===== src/rtl/regfile_mp_if.sv =====
// Bundle of register-file write and read ports shared by regfile_mp and its clients.
interface regfile_mp_if #(
  parameter int N   = 32,
  parameter int R   = 5,
  parameter int NRD = 2
);
  logic             we_a;
  logic [R-1:0]     wa_a;
  logic [N-1:0]     wd_a;
  logic             we_b;
  logic [R-1:0]     wa_b;
  logic [N-1:0]     wd_b;
  logic [NRD*R-1:0] ra;
  logic [NRD*N-1:0] rd;
  logic             busy;
  logic             wr_conflict;

  modport master (
    output we_a, wa_a, wd_a, we_b, wa_b, wd_b, ra,
    input  rd, busy, wr_conflict
  );

  modport slave (
    input  we_a, wa_a, wd_a, we_b, wa_b, wd_b, ra,
    output rd, busy, wr_conflict
  );
endinterface


===== src/rtl/regfile_mp.sv =====
// Dual-write, multi-read register file with hardware clear after reset.
// Optional macro REGFILE_BYPASS_EN forwards same-cycle write data to the read ports.
//
// state | meaning
// CLEAR | zeroing one entry per cycle; writes dropped, reads return 0
// READY | normal operation
module regfile_mp #(
  parameter int N   = 32,
  parameter int R   = 5,
  parameter int NRD = 2
) (
  input logic         clk,
  input logic         rst,
  regfile_mp_if.slave bus
);
  localparam int         DEPTH = 1 << R;
  localparam logic [R:0] LAST  = (R+1)'(DEPTH - 1);

  typedef enum logic {CLEAR, READY} state_e;

  state_e       state_q, state_d;
  logic [R:0]   cnt_q, cnt_d;
  logic         busy_q, busy_d;
  logic         wr_conflict_q, wr_conflict_d;
  logic [N-1:0] mem_q [DEPTH];
  logic         wr_a, wr_b;
  logic [NRD*N-1:0] rd_all;

  always_comb begin
    state_d       = state_q;
    cnt_d         = cnt_q;
    busy_d        = busy_q;
    wr_conflict_d = 1'b0;
    wr_a          = 1'b0;
    wr_b          = 1'b0;
    case (state_q)
      CLEAR: begin
        cnt_d = cnt_q + 1'b1;
        if (cnt_q == LAST) begin
          state_d = READY;
          busy_d  = 1'b0;
        end
      end
      READY: begin
        wr_a          = bus.we_a && (bus.wa_a != '0);
        wr_b          = bus.we_b && (bus.wa_b != '0);
        wr_conflict_d = wr_a && wr_b && (bus.wa_a == bus.wa_b);
      end
      default: state_d = CLEAR;
    endcase
  end

  always_ff @(posedge clk) begin
    if (rst) begin
      state_q       <= CLEAR;
      cnt_q         <= '0;
      busy_q        <= 1'b1;
      wr_conflict_q <= 1'b0;
    end else begin
      state_q       <= state_d;
      cnt_q         <= cnt_d;
      busy_q        <= busy_d;
      wr_conflict_q <= wr_conflict_d;
      if (state_q == CLEAR) begin
        mem_q[cnt_q[R-1:0]] <= '0;
      end else begin
        // B is written last so it wins when both ports hit the same entry
        if (wr_a) mem_q[bus.wa_a] <= bus.wd_a;
        if (wr_b) mem_q[bus.wa_b] <= bus.wd_b;
      end
    end
  end

  always_comb begin
    rd_all = '0;
    for (int k = 0; k < NRD; k++) begin
      logic [R-1:0] a;
      logic [N-1:0] v;
      a = bus.ra[k*R +: R];
      v = mem_q[a];
`ifdef REGFILE_BYPASS_EN
      if (wr_b && (bus.wa_b == a))      v = bus.wd_b;
      else if (wr_a && (bus.wa_a == a)) v = bus.wd_a;
`endif
      if (busy_q || (a == '0)) v = '0;
      rd_all[k*N +: N] = v;
    end
  end

  assign bus.rd          = rd_all;
  assign bus.busy        = busy_q;
  assign bus.wr_conflict = wr_conflict_q;
endmodule


===== src/flat_wrapper.sv =====
// flat-port wrapper written by rule: the top's interface ports become plain ports
module regfile_mp_flat 
#(
  parameter int N   = 32,
  parameter int R   = 5,
  parameter int NRD = 2
)
  (clk, rst, bus_we_a, bus_wa_a, bus_wd_a, bus_we_b, bus_wa_b, bus_wd_b, bus_ra, bus_rd, bus_busy, bus_wr_conflict);
  regfile_mp_if #(.N(N), .R(R), .NRD(NRD)) bus_i ();
  input logic clk;
  input logic rst;
  input wire logic [$bits(bus_i.we_a)-1:0] bus_we_a;
  input wire logic [$bits(bus_i.wa_a)-1:0] bus_wa_a;
  input wire logic [$bits(bus_i.wd_a)-1:0] bus_wd_a;
  input wire logic [$bits(bus_i.we_b)-1:0] bus_we_b;
  input wire logic [$bits(bus_i.wa_b)-1:0] bus_wa_b;
  input wire logic [$bits(bus_i.wd_b)-1:0] bus_wd_b;
  input wire logic [$bits(bus_i.ra)-1:0] bus_ra;
  output wire logic [$bits(bus_i.rd)-1:0] bus_rd;
  output wire logic [$bits(bus_i.busy)-1:0] bus_busy;
  output wire logic [$bits(bus_i.wr_conflict)-1:0] bus_wr_conflict;
  assign bus_i.we_a = bus_we_a;
  assign bus_i.wa_a = bus_wa_a;
  assign bus_i.wd_a = bus_wd_a;
  assign bus_i.we_b = bus_we_b;
  assign bus_i.wa_b = bus_wa_b;
  assign bus_i.wd_b = bus_wd_b;
  assign bus_i.ra = bus_ra;
  assign bus_rd = bus_i.rd;
  assign bus_busy = bus_i.busy;
  assign bus_wr_conflict = bus_i.wr_conflict;
  regfile_mp #(.N(N), .R(R), .NRD(NRD)) u_core (.clk(clk), .rst(rst), .bus(bus_i));
endmodule

===== config.mk =====
export PLATFORM = sky130hd
export DESIGN_NAME = regfile_mp_flat
export DESIGN_NICKNAME = d
export VERILOG_FILES = /design/src/rtl/regfile_mp_if.sv /design/src/rtl/regfile_mp.sv /design/src/flat_wrapper.sv
export SDC_FILE = /design/constraint.sdc
export NUM_CORES = 2
export LEC_CHECK = 0
export ABC_AREA = 0
export CORE_UTILIZATION = 40
export CTS_BUF_LIST = sky130_fd_sc_hd__clkbuf_4
export DETAILED_ROUTE_END_ITERATION = 12
export GPL_TIMING_DRIVEN = 0
export PLACE_DENSITY = 0.62
export SLEW_MARGIN = 25
export SYNTH_ARGS = -nofsm -noshare
export SYNTH_HDL_FRONTEND = slang
export SYNTH_SLANG_ARGS = --single-unit

===== constraint.sdc =====
create_clock -name clk -period 5.4 [get_ports clk]
set_input_delay 1.08 -clock clk [delete_from_list [all_inputs] [get_ports clk]]
set_output_delay 1.08 -clock clk [all_outputs]
set_load 0.1 [all_outputs]

=== After elaboration in Yosys (flattened, before gate mapping) ===
Memories as Yosys holds them, arrays and structs flattened.
Index checks and enable logic that the tools add are counted.

* Logic and storage cells: 42
* Flip-flop bits (word level): 9
* Bits in writable memories: 1024
* Bits of input ports: 88
* Memories: 1
* Output and inout bits: 66

{| class="wikitable"
|+ Memory list
! name !! words !! width !! rd ports !! clocked after memory_dff !! write ports !! line !! text
|-
| u_core.mem_q || 32 || 32 || 2 || 0 || 2 || regfile_mp.sv:25 || <nowiki>logic [N-1:0] mem_q [DEPTH];</nowiki>
|}

* Add/sub/neg operators: 1
* Mux-type cells: 20
* Equal/unequal tests: 2
* Bitwise operators: 1
* Reductions and logical operators: 13

{| class="wikitable"
|+ Operators by type and width
! cell !! number
|-
| 32-bit two-way mux || 3
|-
| 32-bit OR reduction || 1
|-
| 1-bit two-way mux || 16
|-
| 5-bit zero test || 2
|-
| 5-bit nonzero test || 2
|-
| 6-bit by 1-bit adder with 6-bit output, second input constant || 1
|-
| 6-bit by 5-bit == test with 1-bit output, second input constant || 1
|-
| 5-bit == test || 1
|-
| 5-bit two-way mux || 1
|-
| 1-bit logical AND || 4
|-
| 1-bit logical OR || 2
|-
| 2-bit AND reduction || 1
|-
| 2-bit OR reduction || 1
|-
| 1-bit NOT || 1
|}

=== Logic depth before layout (Yosys ltp) ===
* Depth after elaboration: 9
* Mapped depth: 8

=== Least setup slack after synthesis ===
OpenSTA, ideal clock, no wires.

* Path type: input -> register
* Start point: input port bus_wa_a[0]
* End point: memory u_core.mem_q[13][0] (enable)
* Path slack: 0.251 ns
* Buffers on the path: 2
* Stages: 6
* Arrival time: 4.679 ns
* Cells stage by stage: buf_6 > or4_4 > o21ai_2 > buf_6 > a32oi_2 > o31ai_1

{| class="wikitable"
|+ RTL lines
! item !! line !! text
|-
| from (decl) || flat_wrapper.sv:13 || <nowiki>input wire logic [$bits(bus_i.wa_a)-1:0] bus_wa_a;</nowiki>
|-
| to (decl) || regfile_mp.sv:25 ||
|}

=== Worst setup path after layout ===
* Start point: register u_core.busy_q (netlist: u_core.bus.busy)
* End point: output port bus_rd[53]

* Cells in the longest elaborated chain, start to end: 2

{| class="wikitable"
|+ RTL lines
! item !! line !! text
|-
| from (decl) || regfile_mp.sv:23 || <nowiki>logic busy_q, busy_d;</nowiki>
|-
| from (signal assigned) || regfile_mp.sv:62 || <nowiki>busy_q <= busy_d;</nowiki>
|-
| 1-bit logical OR || regfile_mp.sv:85 || <nowiki>if (busy_q || (a == '0)) v = '0;</nowiki>
|-
| 32-bit two-way mux || regfile_mp.sv:85 ||
|-
| to (decl) || flat_wrapper.sv:19 || <nowiki>output wire logic [$bits(bus_i.rd)-1:0] bus_rd;</nowiki>
|}

Every way passes these cells.

==> results.json <==
{
  "portBuffers": 144,
  "synth-simple-area-share_pct": 6.36,
  "p_leak_nw": 27.5,
  "hold_depth": 4,
  "ctsHtreeMaxLevel": 5,
  "maxCapViolations": 0,
  "nNetsFinal": 5330,
  "ant_nets": 0,
  "finalHoldViolCount": 0,
  "synth_cell_types": 62,
  "drtIter0Drc": 9188,
  "tns_ns": -1.97,
  "p_per_area_nw_per_um2": 253,
  "vdd_drop_max_mv": 0.199,
  "min_path_type": "in -> reg",
  "cp-start-kind": "flop",
  "grt_max_degree": 19,
  "place_congestion": 1.03,
  "numCtsBuffers": 300,
  "rsz0062_at_grt": "yes",
  "synthAdderAreaFrac_pct": 0.0208,
  "relSlewSlack_pct": 24.4,
  "period_share_pct": 104,
  "ioPinCount": 154,
  "hold_ws_ns": 0.136,
  "synth.area.top_cells": "edfxtp_1, mux2_2, mux4_2, mux2i_1, o21ai_0",
  "grt_pass1_vias": 48300,
  "drc": 0,
  "clock_latency_ns": 1.33,
  "syn_area_sq_um": 60300,
  "max_freq_mhz": 178,
  "min_from": "bus_wa_a[0]",
  "dpl_worst_slack_ns": -1.80,
  "synth_top_family_by_area": "multiplexers",
  "synth_compound_area_share_pct": 8.92,
  "firstDrtPassIters": 7,
  "yosysTopAreaCellShare_pct": 51.0,
  "die_y_um": 390,
  "r2r_cells": 8,
  "drt_wl_total_mm": 302,
  "start_util_pct": 40.2,
  "reg2reg_to": "u_core.mem_q[29][7]$_DFFE_PP_",
  "clk_path_buf_depth": 4,
  "async_flop_share_pct": 0,
  "r2r_start": "u_core.state_q$_SDFF_PP0_",
  "most-common-layout-cells": "edfxtp_1, mux2_2, mux2i_1",
  "dieArea_sq_um": 152000,
  "rows": 142,
  "grt_pass1_wl_mm": 398,
  "synth_area_per_cell_sq_um": 12.8,
  "skew_ns": 0.0560,
  "yosysTopAreaCell": "edfxtp_1",
  "worst_pin_slew_ns": 1.13,
  "wire_per_inst_um": 40.5,
  "synth-edff-count": 1024,
  "cts_sinks": 1033,
  "violations": "setup timing",
  "vias": 51200,
  "min_period_ns": 5.62,
  "grtUsageTotal_pct": 38.7,
  "ys_warn_count": 0,
  "hold_buffers": 0,
  "clkTransAtPathRegs_ns": 0.07,
  "cp-end-kind": "output port",
  "layout_setup_ws_ns": -0.217,
  "syn_inst": 4695,
  "hold_end": "u_core.bus.wr_conflict$_SDFF_PP0_",
  "synth_xor_area_share_pct": 0.131,
  "cts_tree": "built",
  "grt.overflow.total": 0,
  "synth_seq_area_share_pct": 51.3,
  "ys_seq_elements": 1033,
  "worstSetupPathType": "reg -> out",
  "dp_hpwl_mm": 221,
  "antenna_found_initial": 20,
  "layout-drive-gt1-share_pct": 34.2,
  "muxShareOfSynthArea_pct": 28.9,
  "cp_max_fo": 10,
  "outcome": "finished, violations left",
  "cp.arrival_ns": 4.54,
  "core_sq_um": 150000,
  "fin_util_pct": 46.9,
  "die_w_um": 390,
  "ys.flop_type": "edfxtp_1",
  "synth_nets": 4784,
  "root_buffer": "clkbuf_4",
  "r2r_slack_ns": 0.89,
  "via_per_inst": 6.87,
  "cp_data_required_time_ns": 4.32,
  "slew_violations": 0,
  "setup_viol": 32,
  "area_delta_synth_final_pct": 16.7,
  "layout_commonest_cell": "edfxtp_1"
}
==> layout make-up <==
| class | instances | area [sq um] |
|---|---|---|
| clock inverter | 65 | 358 |
| multi-input combinational | 3069 | 27300 |
| buffer | 551 | 2800 |
| sequential | 1033 | 30900 |
| inverter | 41 | 154 |
| clock buffer | 421 | 3160 |
| antenna | 22 | 55.1 |
| fill | 13600 | 79500 |
| timing repair buffer | 245 | 3000 |
| tap | 2016 | 2520 |
==> per-stage QoR <==
step                      total power [W]  cell area [sq um]  instances
after CTS                          0.0175              70100       7439
final                              0.0178              70300       7463
after detailed placement           0.0104              66300       6952
after floorplan                   0.00968              60300       4695
after global placement             0.0103              64200       6855
after global routing               0.0180              70300       7447
==> how the worst max path moves through the flow <==
stage	endpoint	start	cells after the start	slack, ns
after floorplan	u_core.mem_q[13][0]$_DFFE_PP_	bus_wa_a[0]	6	0.25
after global placement	u_core.mem_q[1][8]$_DFFE_PP_	bus_wa_a[3]	6	-5.09
after detailed placement	bus_rd[50]	bus_ra[6]	9	-1.80
after CTS	bus_rd[3]	bus_ra[1]	8	-0.02
after global routing	bus_rd[32]	bus_ra[6]	8	-0.08
final	bus_rd[53]	u_core.bus.busy$_SDFFE_PP1P_	7	-0.22
==> flip-flops by register name, indices dropped and copies added, names as in the netlist <==
name / flops
u_core.mem_q: 1024
u_core.bus.wr_conflict: 1
u_core.state_q: 1
u_core.cnt_q: 6
u_core.bus.busy: 1
==> logic make-up (layout without fill, tap and decap cells) <==
group | Yosys count | count (layout)
AO/OA/AOI/OAI | 862 | 862
XOR/XNOR | 9 | 9
adder cells (fa/ha/maj) | 1 | 1
buffers and inverters | 593 | 1323
flip-flops | 1033 | 1033
multiplexers | 1353 | 1353
other | 0 | 22
AND/OR/NAND/NOR | 844 | 844
==> critical path, stage by stage (launching register included) <==
cell and delay (ns):
dfxtp_2 0.56, buf_4 0.36, and4bb_2 0.30, clkbuf_2 0.33, a22o_1 0.38, a31oi_1 0.45
nand4_1 0.43, buf_4 0.38
==> layer usage <==
| metal | routed length (um) | GRT usage (%) | up-vias | part of all wire [%] |
|---|---|---|---|---|
| met5 | 307 | 0.893 | - | 0.10 |
| met4 | 20400 | 22.3 | 26 | 6.7 |
| met2 | 123000 | 53.6 | 5050 | 41 |
| met1 | 106000 | 47.3 | 25600 | 35 |
| li1 | - | - | 19500 | - |
| met3 | 53300 | 20.9 | 1071 | 18 |
==> where the power goes <==
group          switching, W  internal [W]  total (W)
clock               0.00369       0.00375    0.00744
sequential        0.0000214       0.00873    0.00875
combinational       0.00108      0.000502    0.00159
==> cells in the mapped netlist, types with 3 or more instances <==
library cell	count
a21oi_1	25
xor2_1	6
mux4_2	252
xnor2_1	3
nand4_1	67
o21ai_1	3
and3b_1	3
dfxtp_1	9
a21o_1	3
clkbuf_1	294
a31oi_1	42
buf_6	4
inv_1	9
and2_1	8
o31ai_1	13
and3_1	22
nor4_1	6
a32oi_1	6
o21bai_1	9
mux2i_1	525
a22oi_1	282
a22o_1	40
nor2b_1	15
o32a_1	3
inv_2	32
edfxtp_1	1024
buf_2	198
buf_1	24
mux2_2	575
nand2b_1	8
nor2_1	32
nor3_1	16
buf_4	31
nand3_1	149
o21ai_0	427
nand2_1	499
==> repair_timing <==
action                     in CTS  in global routing
gates cloned                    0                  0
pin swaps                       1                 10
buffers inserted                2                  2
setup endpoints to repair      64                 58
gates resized for setup       441                 88
(Power assumes the default switching activity.)
